File: config.mk
export PLATFORM = sky130hd
export DESIGN_NAME = sample_word_packer
export DESIGN_NICKNAME = d
export VERILOG_FILES = /design/src/rtl/sample_word_packer.sv
export SDC_FILE = /design/constraint.sdc
export NUM_CORES = 2
export LEC_CHECK = 0
export CORE_MARGIN = 2
export CORE_UTILIZATION = 35
export CTS_CLUSTER_DIAMETER = 150
export CTS_CLUSTER_SIZE = 30
export DETAILED_ROUTE_END_ITERATION = 8
export DONT_BUFFER_PORTS = 1
export GPL_ROUTABILITY_DRIVEN = 0
export GPL_TIMING_DRIVEN = 0
export HOLD_SLACK_MARGIN = 0.1
export PLACE_DENSITY = 0.46
export REMOVE_ABC_BUFFERS = 1
export SLEW_MARGIN = 20
export SYNTH_ARGS = -nofsm -noshare
export SYNTH_HDL_FRONTEND = slang
export SYNTH_SLANG_ARGS = --single-unit
File: constraint.sdc
create_clock -name clk -period 4.9 [get_ports clk]
set_clock_uncertainty 0.05 [all_clocks]
set_input_delay 0.49 -clock clk [delete_from_list [all_inputs] [get_ports clk]]
set_output_delay 0.49 -clock clk [all_outputs]
set_load 0.005 [all_outputs]
File: src/rtl/sample_word_packer.sv
// Packs a stream of 24-bit samples MSB-first into 768-bit words with a sample count.
// An accumulator fills while the previously packed word waits for data_ack.
module sample_word_packer #(
    parameter int SAMPLE_W         = 24,
    parameter int SAMPLES_PER_WORD = 32,
    parameter int WORD_W           = SAMPLE_W * SAMPLES_PER_WORD,
    parameter int CNT_W            = 6,
    parameter int FRAME_CNT_W      = 16
) (
    input  logic                   clk,
    input  logic                   reset,
    input  logic [SAMPLE_W-1:0]    in_sample,
    input  logic                   in_valid,
    output logic                   in_ready,
    input  logic                   flush,
    output logic [WORD_W-1:0]      fifo_data,
    output logic [CNT_W-1:0]       num_samples,
    output logic                   data_ready,
    input  logic                   data_ack,
    output logic [FRAME_CNT_W-1:0] frame_count
);

    localparam logic [CNT_W-1:0] FULL_CNT = CNT_W'(SAMPLES_PER_WORD);

    logic [CNT_W-1:0]       acc_cnt_reg;
    logic [CNT_W-1:0]       acc_cnt_next;
    logic                   flush_pending_reg;
    logic                   flush_pending_next;
    logic [WORD_W-1:0]      acc_data;
    logic [WORD_W-1:0]      fifo_data_reg;
    logic [CNT_W-1:0]       num_samples_reg;
    logic                   data_ready_reg;
    logic                   data_ready_next;
    logic [FRAME_CNT_W-1:0] frame_count_reg;

    logic acc_full;
    logic acc_empty;
    logic slot_free;
    logic accept;
    logic move;
    logic in_ready_int;

    assign acc_full     = (acc_cnt_reg == FULL_CNT);
    assign acc_empty    = (acc_cnt_reg == '0);
    assign slot_free    = !data_ready_reg || data_ack;
    assign in_ready_int = !reset && !acc_full && !flush_pending_reg;
    assign accept       = in_valid && in_ready_int;
    // Accepting and moving are mutually exclusive: a move needs a full
    // accumulator or a pending flush, and both hold in_ready low.
    assign move         = (acc_full || (flush_pending_reg && !acc_empty)) && slot_free;

    // Per-slot sample registers; slot 0 lands in the most significant bits.
    for (genvar gi = 0; gi < SAMPLES_PER_WORD; gi++) begin : g_slot
        logic [SAMPLE_W-1:0] slot_reg;
        logic                slot_load;

        assign slot_load = accept && (acc_cnt_reg == CNT_W'(gi));

        always_ff @(posedge clk) begin
            if (reset || move) begin
                slot_reg <= '0;
            end else if (slot_load) begin
                slot_reg <= in_sample;
            end
        end

        assign acc_data[WORD_W-1-gi*SAMPLE_W -: SAMPLE_W] = slot_reg;
    end

    always_comb begin
        acc_cnt_next = acc_cnt_reg;
        if (move) begin
            acc_cnt_next = '0;
        end else if (accept) begin
            acc_cnt_next = acc_cnt_reg + CNT_W'(1);
        end
    end

    // A flush request that finds an empty accumulator simply lapses.
    always_comb begin
        flush_pending_next = flush || (flush_pending_reg && !move && !acc_empty);
    end

    // A move with a simultaneous ack keeps data_ready high: no bubble between words.
    always_comb begin
        data_ready_next = data_ready_reg;
        if (move) begin
            data_ready_next = 1'b1;
        end else if (data_ack) begin
            data_ready_next = 1'b0;
        end
    end

    always_ff @(posedge clk) begin
        if (reset) begin
            acc_cnt_reg       <= '0;
            flush_pending_reg <= 1'b0;
            fifo_data_reg     <= '0;
            num_samples_reg   <= '0;
            data_ready_reg    <= 1'b0;
            frame_count_reg   <= '0;
        end else begin
            acc_cnt_reg       <= acc_cnt_next;
            flush_pending_reg <= flush_pending_next;
            data_ready_reg    <= data_ready_next;
            if (move) begin
                fifo_data_reg   <= acc_data;
                num_samples_reg <= acc_cnt_reg;
                frame_count_reg <= frame_count_reg + FRAME_CNT_W'(1);
            end
        end
    end

    assign in_ready    = in_ready_int;
    assign fifo_data   = fifo_data_reg;
    assign num_samples = num_samples_reg;
    assign data_ready  = data_ready_reg;
    assign frame_count = frame_count_reg;

endmodule

== Word level (Yosys, flattened, before mapping) ==
Cells that the tools add are included.
Widths: inputs -> output; s select.

* Flip-flop bits (word level): 1566
* Bits of input ports: 29
* Bits in read-only memories: 0
* Latch bits: 0
* Memory bits (writable): 0
* Memories: 0

* Divide/modulo/power cells: 0
* Bitwise gates (word level): 0
* Reduce and logical (&&, ||, !) cells: 52
* Multiplexer cells: 2
* Multiply operators: 0
* Shift-type cells: 0
* Equal/unequal tests: 32
* $add $sub $neg: 2
* Magnitude comparators: 0

{| class="wikitable"
|+ Operators by type and width
! kind !! number
|-
| $eq 6x5->1 const B || 16
|-
| $eq 6x4->1 const B || 8
|-
| $logic_and 1x1->1 || 39
|-
| $eq 6x3->1 const B || 4
|-
| $add 16x1->16 const B || 1
|-
| $eq 6x2->1 const B || 2
|-
| $add 6x1->6 const B || 1
|-
| $eq 6x1->1 const B || 1
|-
| $eq 6x6->1 const B || 1
|-
| $logic_not 1->1 || 6
|-
| $logic_not 6->1 || 1
|-
| $logic_or 1x1->1 || 4
|-
| $mux 1 || 2
|-
| $reduce_bool 2->1 || 1
|-
| $reduce_or 2->1 || 1
|}

== Longest topological paths before layout ==
* Depth in word-level cells: 9
* Gate-level depth with buffers: 9

== Worst setup path before layout ==
No wires, ideal clock.

* Path kind: reg2reg
* From: register acc_cnt_reg[0]
* To: register fifo_data_reg[669] (netlist: fifo_data[669])
* Data arrival time: 2.118 ns
* Path buffers: 3
* Period minus slack after synthesis: 2.238 ns
* Stages on the path, launching flop included: 10
* Setup slack: 2.662 ns
* Library setup time: 0.070 ns
* Path through: dfxtp_1 -> inv_1 -> ha_1 -> nor4b_4 -> mux2i_1 -> clkbuf_1 -> buf_2 -> clkbuf_1 -> o21ai_0 -> a21oi_1

* Word-level cells in the longest chain between the ends: 5

{| class="wikitable"
|+ RTL lines
! element !! line !! source
|-
| start, declared || 25 || <nowiki>logic [CNT_W-1:0] acc_cnt_reg;</nowiki>
|-
| start signal, assigned || 103 || <nowiki>acc_cnt_reg <= acc_cnt_next;</nowiki>
|-
| $logic_not 6->1 || 44 || <nowiki>assign acc_empty = (acc_cnt_reg == '0);</nowiki>
|-
| $logic_not 1->1 || 50 || <nowiki>assign move = (acc_full || (flush_pending_reg && !acc_empty)) && slot_free;</nowiki>
|-
| $logic_and 1x1->1 || 50 ||
|-
| $logic_or 1x1->1 * || 50 ||
|-
| $logic_and 1x1->1 * || 50 ||
|-
| end signal, assigned || 107 || <nowiki>fifo_data_reg <= acc_data;</nowiki>
|-
| end, declared || 30 || <nowiki>logic [WORD_W-1:0] fifo_data_reg;</nowiki>
|}

Every way passes the cells marked *; elsewhere a longest branch is shown, timed or not.
A chain may end at the register's enable or synchronous reset.

== Worst setup path in the final report ==
* From: register acc_cnt_reg[0]
* To: register g_slot[24].slot_reg[22]

* Word-level cells in the longest chain between the ends: 6

{| class="wikitable"
|+ RTL lines
! element !! line !! source
|-
| $eq 6x6->1 or $logic_not 6->1 (tied branches) || 43, 44 ||
|-
| $logic_not 1->1, on equally long branches || 46, 50 ||
|-
| $logic_and 1x1->1, on equally long branches || 46, 50 ||
|-
| $logic_and 1x1->1 or $logic_or 1x1->1 (tied branches) || 46, 50 ||
|-
| $logic_and 1x1->1, on equally long branches || 47, 50 ||
|-
| $logic_and 1x1->1 or $logic_or 1x1->1 (tied branches) || 57, 60 ||
|-
| end signal, assigned || 63 || <nowiki>slot_reg <= in_sample;</nowiki>
|-
| end, declared || 54 || <nowiki>logic [SAMPLE_W-1:0] slot_reg;</nowiki>
|}

Several ways; a longest one is shown, not always the timed one.

==> flow_summary.yaml <==
worst_setup_path:
  cp_max_fo: 77
  end_kind: "flop"
  crit_required_ns: 5.46
  r2r_slack_ns: 0.72
  crit_type: "flop to flop"
  arrival_ns: 4.74
  crit_path_start_kind: "flop"
placement:
  port_buffers: 0
  placed_area_mm2: 0.05965
  place_hpwl_um: 127700
timing:
  hold_violations: 0
  tightest_slew_ns: 1.308
  period_needed_ns: 4.185
  period_share_pct: 85.40
  fmax_mhz: 239.0
  slew_viol_final: 0
  finalSetupViolCount: 0
  setup_tns_ns: 0
  rsz0062_at_grt: "false"
  maxSlewHeadroom_pct: 12.83
logic_synthesis:
  synth_edf_count: 0
  yosysUniqueCellTypes: 41
  synthTopCellsByArea: "dfxtp_1, a21oi_1, nand2_1"
  synthCells: 7156
  yosys_warnings: 0
  ys_seq_area_share_pct: 54.97
  synth_top_cell_area_share_pct: 54.97
  synth_top_area_cell: "dfxtp_1"
  ys_seq_elements: 1566
  syn-mean-instance-area_um2: 7.970
  synthArstFlopShare_pct: 0
  ys.flop_type: "dfxtp_1"
  synth_area_mm2: 0.05703
clock_tree:
  cts-root-buf: "clkbuf_16"
  post-cts-setup-buffer-count: 0
  htree_levels: 2
  cts_tree: "yes"
  cts_inserted_buffers: 58
  clk_pin_slew_ns: 0.12
  cts_sinks: 1566
  clk_latency_ns: 0.74
  cts.path.max_buffers: 3
global_route:
  grtUsageTotal_pct: 26.41
  grt-ovfl-total: 0
  antenna_found_initial: 4
  grt_max_degree: 342
  grt_pass1_wl_um: 334400
  grt_pass1_vias: 46500
cells_and_area:
  syn_to_final_growth_pct: 15.38
  nFillCells: 16500
  layout.nets: 7021
  drive_above_1_share_pct: 3.662
  finish.instance_area_mm2: 0.06580
hold_path:
  hp-class: "primary input to flop"
die:
  start_util_pct: 35.16
  die-area_mm2: 0.1662
  pin_count: 821
  rows: 148
  core-area_mm2: 0.1622
  die_w_um: 407.7
  fp.dieH_um: 407.7
power_and_ir_drop:
  peakVddDrop_mv: 0.2532
  p_leak_nw: 20.93
  power_density_mw_per_mm2: 306.8
routing:
  postRouteAntennaNets: 0
  first_iter_violations: 4595
  drtPass1Iterations: 6
  wl_um: 231300
  drc_errors: 0
  wl_per_cell_um: 25.21
  via_count: 50280
  viasPerCell: 5.482
run_status:
  status: "complete, no violations"
flow_run:
  maxCapViolCount: 0
-- final cells by class --
cell class	instances	area [µm²]	share of cell area [%]
multi-input cells	4817	22630	34.39
flip-flops and latches	1566	31350	47.64
clock buffers	61	1484	2.255
well taps	2175	2721	4.136
inverters	3	11.26	0.01711
diodes	7	17.52	0.02662
clock inverters	3	33.78	0.05134
repair buffers	541	7559	11.49
-- stage by stage --
stage / hold WS (ns) / utilization (%) / setup slack, ns / cells / total power, mW
after floorplan: 0.3866 / - / -20.64 / 6386 / 13.29
after global placement: 0.3916 / 34.86 / -45.81 / 8561 / 13.51
after detailed placement: 0.3965 / 36.77 / 0.6530 / 8691 / 13.65
after CTS: 0.1065 / 40.50 / 0.6118 / 9162 / 20.37
after global routing: 0.1384 / 40.56 / 0.3993 / 9167 / 20.78
final: 0.1536 / 40.57 / 0.7152 / 9173 / 20.19
-- what timing repair did --
action,4_1_cts,5_1_grt
endpoints found under the hold margin,1351,0
gates resized for setup,0,0
hold buffers,407,0
-- critical path: stages, from the launching register on --
cell,delay [ns]
dfxtp_1,0.39
inv_1,0.10
ha_1,0.21
nor4b_4,0.46
mux2_8,0.49
buf_16,0.37
buf_16,0.29
a21o_4,0.56
buf_12,0.30
buf_16,0.28
buf_16,0.31
a21oi_1,0.07
-- power by group --
group	switching (mW)	total (mW)	internal, mW
Combinational	0.836	1.09	0.253
Sequential	0.0123	12.8	12.7
Clock	4.15	6.34	2.20
-- cell usage after synthesis, types with 4 or more instances --
master	count
and2_1	12
dfxtp_1	1566
and2_0	22
o21ai_0	776
nor2_1	15
and3_1	4
or4_1	6
buf_1	5
mux2_2	9
nand3_1	783
nor2b_1	9
buf_2	244
nor4_1	6
ha_1	5
clkbuf_1	520
a21oi_1	1553
o31ai_1	6
nor4bb_1	4
nand2_1	1577
-- layout by cell type (no fill, tap or decap), types with 3 or more instances in the layout --
cell type | synthesis | layout
a21oi_1 | 1553 | 1553
and2_1 | 12 | 30
and2_2 | 0 | 4
and3_1 | 4 | 4
buf_12 | 0 | 21
buf_16 | 0 | 104
buf_4 | 1 | 4
buf_6 | 0 | 9
buf_8 | 0 | 22
clkbuf_16 | 0 | 59
dfxtp_1 | 1566 | 1566
diode_2 | 0 | 7
dlygate4sd3_1 | 0 | 381
ha_1 | 5 | 5
inv_1 | 3 | 3
mux2_2 | 9 | 8
nand2_1 | 1577 | 1571
nand2_2 | 0 | 6
nand3_1 | 783 | 783
nand4_1 | 3 | 3
nor2_1 | 15 | 15
nor2b_1 | 9 | 8
nor4_1 | 6 | 6
nor4b_4 | 2 | 4
nor4bb_4 | 0 | 4
o21ai_0 | 776 | 776
o31ai_1 | 6 | 6
or4_1 | 6 | 6
xnor2_1 | 3 | 3
-- routing by layer --
metal / global-route usage (%) / wire length, µm / up-vias
met5: 0 / 0 / -
met2: 42.00 / 106800 / 1545
met3: 7.811 / 20730 / 244
li1: - / - / 23780
met4: 7.752 / 7095 / 0
met1: 34.54 / 96640 / 24720
-- kinds of logic after synthesis --
kind of cell	Yosys count	synth area share, %
compound gates	2338	20.55
xor+xnor	4	0.06144
fa+ha+maj	5	0.1097
buf+inv	773	5.629
flops	1566	54.97
mux	11	0.2128
simple gates	2459	18.46
-- worst paths after layout --
check / cells after the start / startpoint / endpoint
setup reg to reg: 11 / acc_cnt_reg[0] / g_slot[24].slot_reg[22]
hold reg to reg: 2 / g_slot[9].slot_reg[20] / fifo_data[548]
hold / removal: 3 / in_sample[0] / g_slot[24].slot_reg[0]
setup / recovery: 11 / acc_cnt_reg[0] / g_slot[24].slot_reg[22]
No activity file was read; power rests on OpenSTA's default activity.
